File: src/rtl/note_osc_bank.sv
// rtl/note_osc_bank.sv - bank of independent note-period square-wave oscillators
module note_osc_bank #(
  parameter int NUM_VOICES = 4,
  parameter int DIV_W      = 19
) (
  input  logic                            clk,
  input  logic                            rst,
  input  logic [NUM_VOICES-1:0]           load,
  input  logic [4*NUM_VOICES-1:0]         note_in,
  input  logic [3*NUM_VOICES-1:0]         octave_in,
  output logic [NUM_VOICES-1:0]           wave,
  output logic [NUM_VOICES-1:0]           active,
  output logic [NUM_VOICES-1:0]           pending,
  output logic [$clog2(NUM_VOICES+1)-1:0] mix
);
  localparam int MIX_W = $clog2(NUM_VOICES+1);

  typedef enum logic [1:0] {
    S_OFF      = 2'd0,
    S_RUN      = 2'd1,
    S_RUN_PEND = 2'd2
  } voice_state_t;

  // Period in clocks for a note/octave pair; off codes give 0.
  function automatic logic [DIV_W-1:0] note_div(input logic [3:0] note, input logic [2:0] oct);
    logic [31:0] base;
    case (note)
      4'd1:    base = 32'd366937;
      4'd2:    base = 32'd346342;
      4'd3:    base = 32'd326903;
      4'd4:    base = 32'd308556;
      4'd5:    base = 32'd291238;
      4'd6:    base = 32'd274892;
      4'd7:    base = 32'd259463;
      4'd8:    base = 32'd244901;
      4'd9:    base = 32'd231156;
      4'd10:   base = 32'd218182;
      4'd11:   base = 32'd205936;
      4'd12:   base = 32'd194378;
      4'd13:   base = 32'd183468;
      default: base = 32'd0;
    endcase
    return DIV_W'(base >> oct);
  endfunction

  for (genvar v = 0; v < NUM_VOICES; v++) begin : g_voice
    voice_state_t     state_q, state_d;
    logic [3:0]       pnote_q, pnote_d, anote_q, anote_d;
    logic [2:0]       poct_q, poct_d, aoct_q, aoct_d;
    logic [DIV_W-1:0] cnt_q, cnt_d;
    logic [DIV_W-1:0] div_a, div_p;
    logic             apply_q, apply_d;
    logic             wave_q;
    logic             at_end;

    assign div_a  = note_div(anote_q, aoct_q);
    assign div_p  = note_div(pnote_q, poct_q);
    assign at_end = (cnt_q == div_a - DIV_W'(1));

    // Next-state: capture loads, apply from OFF one cycle later, apply pending at period end.
    always_comb begin
      state_d = state_q;
      cnt_d   = cnt_q;
      pnote_d = pnote_q;
      poct_d  = poct_q;
      anote_d = anote_q;
      aoct_d  = aoct_q;
      apply_d = 1'b0;
      if (load[v]) begin
        pnote_d = note_in[4*v +: 4];
        poct_d  = octave_in[3*v +: 3];
      end
      unique case (state_q)
        S_OFF: begin
          cnt_d = '0;
          if (load[v]) begin
            // A repeated load before the apply cycle simply replaces the captured value.
            apply_d = 1'b1;
          end else if (apply_q) begin
            anote_d = pnote_q;
            aoct_d  = poct_q;
            if (div_p != '0) state_d = S_RUN;
          end
        end
        S_RUN: begin
          cnt_d = at_end ? '0 : cnt_q + DIV_W'(1);
          if (load[v]) state_d = S_RUN_PEND;
        end
        S_RUN_PEND: begin
          if (at_end && !load[v]) begin
            cnt_d   = '0;
            anote_d = pnote_q;
            aoct_d  = poct_q;
            state_d = (div_p != '0) ? S_RUN : S_OFF;
          end else begin
            // A load landing on the boundary defers the change by one full period.
            cnt_d = at_end ? '0 : cnt_q + DIV_W'(1);
          end
        end
        default: state_d = S_OFF;
      endcase
    end

    // Voice registers; wave is computed from the registered counter so it lags it by one cycle.
    always_ff @(posedge clk) begin
      if (rst) begin
        state_q <= S_OFF;
        cnt_q   <= '0;
        pnote_q <= '0;
        poct_q  <= '0;
        anote_q <= '0;
        aoct_q  <= '0;
        apply_q <= 1'b0;
        wave_q  <= 1'b0;
      end else begin
        state_q <= state_d;
        cnt_q   <= cnt_d;
        pnote_q <= pnote_d;
        poct_q  <= poct_d;
        anote_q <= anote_d;
        aoct_q  <= aoct_d;
        apply_q <= apply_d;
        wave_q  <= (state_q != S_OFF) && (cnt_q < (div_a >> 1));
      end
    end

    assign wave[v]    = wave_q;
    assign active[v]  = (state_q != S_OFF);
    assign pending[v] = (state_q == S_RUN_PEND) || apply_q;
  end

  logic [MIX_W-1:0] wave_ones;

  // Count of voices whose wave is currently high.
  always_comb begin
    wave_ones = '0;
    for (int i = 0; i < NUM_VOICES; i++) wave_ones = wave_ones + MIX_W'(wave[i]);
  end

  // Mix register, one cycle behind wave.
  always_ff @(posedge clk) begin
    if (rst) mix <= '0;
    else     mix <= wave_ones;
  end
endmodule

File: config.mk
export PLATFORM = sky130hd
export DESIGN_NAME = note_osc_bank
export DESIGN_NICKNAME = d
export VERILOG_FILES = /design/src/rtl/note_osc_bank.sv
export SDC_FILE = /design/constraint.sdc
export NUM_CORES = 1
export LEC_CHECK = 0
export BUFFER_PORTS_ARGS = -buffer_cell sky130_fd_sc_hd__buf_2
export CAP_MARGIN = 30
export CELL_PAD_IN_SITES_DETAIL_PLACEMENT = 0
export CELL_PAD_IN_SITES_GLOBAL_PLACEMENT = 1
export CORE_UTILIZATION = 54
export CTS_CLUSTER_SIZE = 20
export DETAILED_ROUTE_END_ITERATION = 10
export PLACE_DENSITY_LB_ADDON = 0.1
export SYNTH_ARGS = -nofsm -noshare
export SYNTH_HDL_FRONTEND = slang
export SYNTH_SLANG_ARGS = --single-unit
File: constraint.sdc
create_clock -name clk -period 14.2 [get_ports clk]
set_input_delay 1.42 -clock clk [delete_from_list [all_inputs] [get_ports clk]]
set_output_delay 1.42 -clock clk [all_outputs]
set_load 0.005 [all_outputs]
==> results of run 1 <==
[where the power goes]
group	total (mW)	internal (mW)	leakage [nW]	switching [mW]
logic	0.984	0.430	6.94	0.554
clock network	0.987	0.609	0.616	0.378
registers	0.988	0.919	2.48	0.0690
[worst min-delay path: stages, from the launching register on]
cell,delay [ns]
dfxtp_1,0.30
nand2_1,0.06
mux2i_1,0.06
[worst paths after layout]
kind	cells after the start	slack [ns]	endpoint
max reg2reg	18	7.97	flop
min reg2reg	2	0.47	g_voice[0].anote_q[0]
max	18	7.97	flop
min	2	0.47	g_voice[0].anote_q[0]
[logic make-up (layout without fill, tap and decap cells)]
group,Yosys count,after routing,synth area share
AO/OA/AOI/OAI,680,680,0.189
XOR/XNOR,87,87,0.0325
adder cells (fa/ha/maj),152,152,0.0815
buffers and inverters,277,256,0.0543
flip-flops,303,303,0.259
multiplexers,310,310,0.171
AND/OR/NAND/NOR,919,919,0.213
[metal layers]
metal	track usage	vias to the layer above	wire, um	share of wire
met4	0.0639	0	936	0.017
met2	0.417	358	26300	0.47
met5	0	-	0	0
met1	0.339	9531	26300	0.48
met3	0.0255	65	1840	0.033
li1	-	9973	-	-
[metrics by stage]
step | utilization | instance area, um^2 | worst slack, ns | instances
detailed placement | 0.561 | 23700 | 8.00 | 3217
global route | 0.591 | 25000 | 7.54 | 3284
floorplan | - | 23400 | 8.97 | 2728
global placement | 0.560 | 23700 | 7.97 | 3214
CTS | 0.591 | 25000 | 7.97 | 3284
finish | 0.591 | 25000 | 7.97 | 3284
[cell type report]
type,count,area (um^2),area share
Clock inverter,19,236,0.00945
Sequential cell,303,6070,0.243
Tap cell,577,722,0.0289
Multi-Input combinational cell,2148,16100,0.643
Clock buffer,48,1040,0.0416
Timing Repair Buffer,68,400,0.0160
Inverter,121,455,0.0182
[cell usage after synthesis (10+ instances only)]
cell | number | area share
nor4_1 | 28 | 0.0075
mux2_2 | 47 | 0.023
o21a_1 | 34 | 0.011
mux2i_1 | 186 | 0.079
o31ai_1 | 10 | 0.0032
buf_2 | 25 | 0.0053
a21oi_1 | 206 | 0.044
nor2_1 | 248 | 0.040
o21ai_1 | 14 | 0.0030
nor2b_1 | 48 | 0.013
nor3_1 | 44 | 0.0094
nand3_1 | 52 | 0.011
inv_1 | 104 | 0.017
or2_2 | 21 | 0.0056
o22ai_1 | 25 | 0.0067
and3_1 | 79 | 0.021
o211ai_1 | 18 | 0.0058
o2111ai_1 | 11 | 0.0041
buf_4 | 19 | 0.0061
xnor2_1 | 54 | 0.020
or3_1 | 31 | 0.0083
nor3b_1 | 14 | 0.0045
or3b_2 | 13 | 0.0049
nand4_1 | 22 | 0.0059
and4_1 | 10 | 0.0037
a21o_1 | 20 | 0.0064
a2bb2oi_1 | 12 | 0.0045
mux4_2 | 61 | 0.059
nand3b_1 | 50 | 0.016
a211oi_1 | 31 | 0.0099
buf_6 | 17 | 0.0082
and2_1 | 17 | 0.0045
o21ai_0 | 154 | 0.033
or3b_1 | 10 | 0.0037
dfxtp_1 | 303 | 0.26
buf_1 | 10 | 0.0016
xor2_1 | 33 | 0.012
a31oi_1 | 21 | 0.0056
ha_1 | 151 | 0.081
clkbuf_1 | 85 | 0.014
nand2_1 | 152 | 0.024
nand2b_1 | 27 | 0.0072
==> impl_metrics.yaml, run 1 <==
drt:
  drtPass1Iterations: 5
  drt-initial-drc-count: 1486
  detail-route-antenna-nets: 0
  drcViolationCount: 0
  viasPerCell: 6.07
  wire_per_inst_um: 16.9
  drt-total-wl_um: 55400
  vias: 19927
sta:
  fmax_mhz: 160
  finalSetupViolCount: 0
  rsz0062_at_grt: "false"
  finalSetupTns_ns: 0
  worstMarginPinSlew_ns: 0.980
  slew_headroom: 0.346
  final.period_utilization: 0.439
  holdWs_ns: 0.468
  hold_viol: 0
  fin_worst_skew_ns: 0.0204
  slew_viol_final: 0
  fin_crit_ns: 6.23
clock_tree:
  cts_max_path_buffers: 3
  cts_setup_buffers: 0
  cts_resized: 0
  clock-sinks: 303
  cts.reportedPaths.clkPinSlew_ns: 0.05
  root_buffer: "clkbuf_16"
  htreeDepth: 2
  clock_latency_ns: 0.56
  numCtsBuffers: 37
  cts_hold_buffers: 0
  cts_tree: "done"
yosys:
  ys_async_sr_fraction: 0
  ys.flop_type: "dfxtp_1"
  synth_nets: 2914
  ys_warn_count: 0
  synth.distinct_cells: 109
  netlist_area_um2: 23400
  netlist_instances: 2728
  synth-edff-count: 0
  ys_seq_area_frac: 0.259
  synth_area_per_cell_um2: 8.59
  synth-seq-cells: 303
power_and_ir_drop:
  powerDensity_nw_per_um2: 118
  peakVddDrop_v: 0.0000842
  p_leak_nw: 10.0
  power_mw: 2.96
global_route:
  grt_max_degree: 86
  grt_pass1_wl_um: 92700
  antenna_found_initial: 0
  grt_overflow: 0
  grt_pass1_vias: 18402
  grt_usage: 0.248
floorplan:
  fp.coreArea_um2: 42300
  die_area_um2: 44200
  rows: 75
  die_w_um: 210
  die_y_um: 210
  initial_core_util: 0.553
  boundaryPins: 49
worst_setup_path:
  crit_top_cell: "mux2i_1"
  cp-start-kind: "flop"
  slowest_stage: "a221oi_4"
  required_ns: 14.63
  path_cells: "buf_4, mux4_2, mux2i_1, ha_1, or3b_1, o22ai_1, nand2_1, nor3_1, mux2i_1, nor4b_2, nand4_1, a221oi_4, mux2i_1, nor2_1, inv_1, ha_1, and3_1, a211o_1"
  r2r_start: "g_voice[3].aoct_q[1]"
  crit_buf_inv: 2
  critPathKind: "reg -> reg"
  slowest_delay_ns: 0.82
  end_kind: "flop"
  cp_top_family: "simple AND/OR/NAND/NOR gates"
  worstPathArrival_ns: 6.67
  critPathLaunch: "g_voice[3].aoct_q[1]"
  cp_max_fo: 44
placed_design:
  io_buffers: 48
  dpl.hpwl_um: 40300
  gp_congestion: 0.897
cells_and_area:
  drive_gt1_frac: 0.124
  fillers: 3800
  layout_common_cells: "dfxtp_1 (297), nor2_1 (248), a21oi_1 (206)"
  final_common_cell: "dfxtp_1"
  antenna_cells: 0
  nets: 2865
  syn_to_final_growth_pct: 6.82
run:
  drv_cap: 0
min_path:
  holdCritStartpoint: "g_voice[0].anote_q[0]"
  hp-class: "reg -> reg"
run_status:
  status: "finished, final reports clean"
Power figures use the tool's default switching activity.
==> run 2, diff against run 1 <==
- ABC_AREA: unset -> 1
- CORE_UTILIZATION: 54 -> 46
- clock period: 14.2 -> 6.25 ns (I/O delays scaled with it)
==> impl_metrics.yaml, run 2 <==
yosys:
  ys.flop_type: "dfxtp_1"
  synth-edff-count: 0
  synthTopCellsByArea: "dfxtp_1 (28%), nand2_1 (18%), nand3_1 (11%)"
  synth_nets: 3600
  synth.distinct_cells: 56
  netlist_area_um2: 22000
  synth_top_family_by_area: "simple AND/OR/NAND/NOR gates"
  post_synth_fa_ha_maj_area_fraction: 0.0867
  yosysTopAreaCellShare: 0.275
  ys_warn_count: 0
  netlist_instances: 3414
  yosysMostFrequentCell: "nand2_1"
  synth_compound_area_frac: 0.0915
  synth-seq-cells: 303
  ys_async_sr_fraction: 0
  ys_seq_area_frac: 0.275
  synth-simple-area-share: 0.428
  yosys-top-cells-count: "nand2_1 (1061), nand3_1 (482), dfxtp_1 (303), inv_1 (295), nor2_1 (255)"
  yosysTopAreaCell: "dfxtp_1"
  synth_area_per_cell_um2: 6.45
  synthMuxAreaShare: 0
  synth-xor-area-share: 0.0322
cells_and_area:
  fin_cells: 4022
  drive_gt1_frac: 0.0794
  stdcell_area_um2: 23800
  final_common_cell: "nand2_1"
  antenna_cells: 0
  fin_util: 0.508
  layout_common_cells: "nand2_1 (1061), nand3_1 (482), dfxtp_1 (303)"
  syn_to_final_growth_pct: 7.99
  fillers: 4774
  nets: 3574
clock_tree:
  htreeDepth: 2
  cts_max_path_buffers: 3
  root_buffer: "clkbuf_16"
  cts_tree: "done"
  clock-sinks: 303
  numCtsBuffers: 37
  cts.reportedPaths.clkPinSlew_ns: 0.06
  cts_resized: 0
  cts_hold_buffers: 0
  cts_setup_buffers: 0
  clock_latency_ns: 0.56
drt:
  viasPerCell: 5.32
  wire_per_inst_um: 14.3
  vias: 21408
  drt-initial-drc-count: 1354
  drt-total-wl_um: 57600
  detail-route-antenna-nets: 0
  drtPass1Iterations: 8
  drcViolationCount: 5
sta:
  finalSetupTns_ns: 0
  slew_headroom: 0.302
  fin_crit_ns: 4.55
  worstMarginPinSlew_ns: 1.04
  worst_slack_ns: 1.70
  fmax_mhz: 220
  finalSetupViolCount: 0
  fin_worst_skew_ns: 0.0125
  slew_viol_final: 0
  final.period_utilization: 0.728
  rsz0062_at_grt: "false"
  hold_viol: 0
worst_setup_path:
  required_ns: 6.74
  rr_worst_depth: 25
  cp.depth: 25
  crit_buf_inv: 1
  critPathLaunch: "g_voice[3].aoct_q[1]"
  cp_max_fo: 23
  r2r_start: "g_voice[3].aoct_q[1]"
  crit_top_cell: "nand2_1"
  cp_top_family: "simple AND/OR/NAND/NOR gates"
  worstPathArrival_ns: 5.04
  critPathKind: "reg -> reg"
  slowest_delay_ns: 0.72
  end_kind: "flop"
  cp-start-kind: "flop"
  slowest_stage: "dfxtp_1"
  ff2ff_setup_slack_ns: 1.70
floorplan:
  fp.coreArea_um2: 46900
  die_area_um2: 48800
  rows: 79
  die_w_um: 221
  die_y_um: 221
  boundaryPins: 49
  initial_core_util: 0.470
placed_design:
  io_buffers: 48
  gp_congestion: 0.890
  dpl_cell_area_um2: 22400
  dpl.hpwl_um: 44100
  pre_cts_slack_ns: 1.76
  dpl.cell_count: 3956
run_status:
  violations: "design-rule violations"
  status: "finished with violations"
global_route:
  grt_pass1_wl_um: 96000
  grt_max_degree: 45
  grt_usage: 0.237
  antenna_found_initial: 2
  grt_overflow: 0
  grt_pass1_vias: 19847
power_and_ir_drop:
  peakVddDrop_v: 0.000278
  powerDensity_nw_per_um2: 610
  p_leak_nw: 11.1
min_path:
  hp-class: "in -> reg"
run:
  drv_cap: 0
[run 2: cells by family after synthesis]
| group | after synthesis |
|---|---|
| buffers and inverters | 445 |
| AO/OA/AOI/OAI | 357 |
| flip-flops | 303 |
| adder cells (fa/ha/maj) | 152 |
| XOR/XNOR | 76 |
| AND/OR/NAND/NOR | 2081 |
[run 2: worst min-delay path, delay by kind of cell]
family                 cells  cell delay (ns)
and+or+nand+nor            2             0.11
buffers and inverters      1             0.08
[run 2: how the worst min path moves through the flow]
stage	startpoint	end	slack, ns	depth (start not counted)
finish	octave_in[10]	g_voice[3].poct_q[1]	0.30	3
detailed placement	g_voice[2].cnt_q[18]	g_voice[2].cnt_q[18]	0.46	2
CTS	octave_in[10]	g_voice[3].poct_q[1]	0.26	3
global route	octave_in[10]	g_voice[3].poct_q[1]	0.31	3
floorplan	g_voice[2].cnt_q[18]	g_voice[2].cnt_q[18]	0.45	2
global placement	g_voice[2].cnt_q[18]	g_voice[2].cnt_q[18]	0.45	2
[run 2: metal layers]
metal | up-vias | wire length, um | global-route usage | share of wire
met5 | - | 12 | 0 | 0.00021
met4 | 2 | 1380 | 0.0728 | 0.024
met3 | 83 | 2410 | 0.0326 | 0.042
met2 | 408 | 26600 | 0.401 | 0.46
met1 | 9729 | 27200 | 0.309 | 0.47
li1 | 11186 | - | - | -
[run 2: per-stage QoR]
step	hold slack, ns	power (mW)
2_1_floorplan	0.445	10.3
3_3_place_gp	0.454	12.0
3_5_place_dp	0.459	12.1
4_1_cts	0.264	14.6
5_1_grt	0.306	16.1
6_report	0.298	14.5
[run 2: power breakdown]
part | total [mW] | internal [mW] | switching [mW]
combinational | 9.38 | 2.98 | 6.40
sequential | 2.75 | 2.38 | 0.378
clock | 2.36 | 1.48 | 0.879
total | 14.5 | 6.84 | 7.66
[run 2: final cells by class]
type,count,area (um^2),share of cell area
Sequential cell,303,6070,0.255
Timing Repair Buffer,61,340,0.0143
Clock buffer,46,1040,0.0438
Tap cell,607,759,0.0319
Multi-Input combinational cell,2666,14100,0.591
Clock inverter,20,305,0.0128
Inverter,319,1200,0.0505
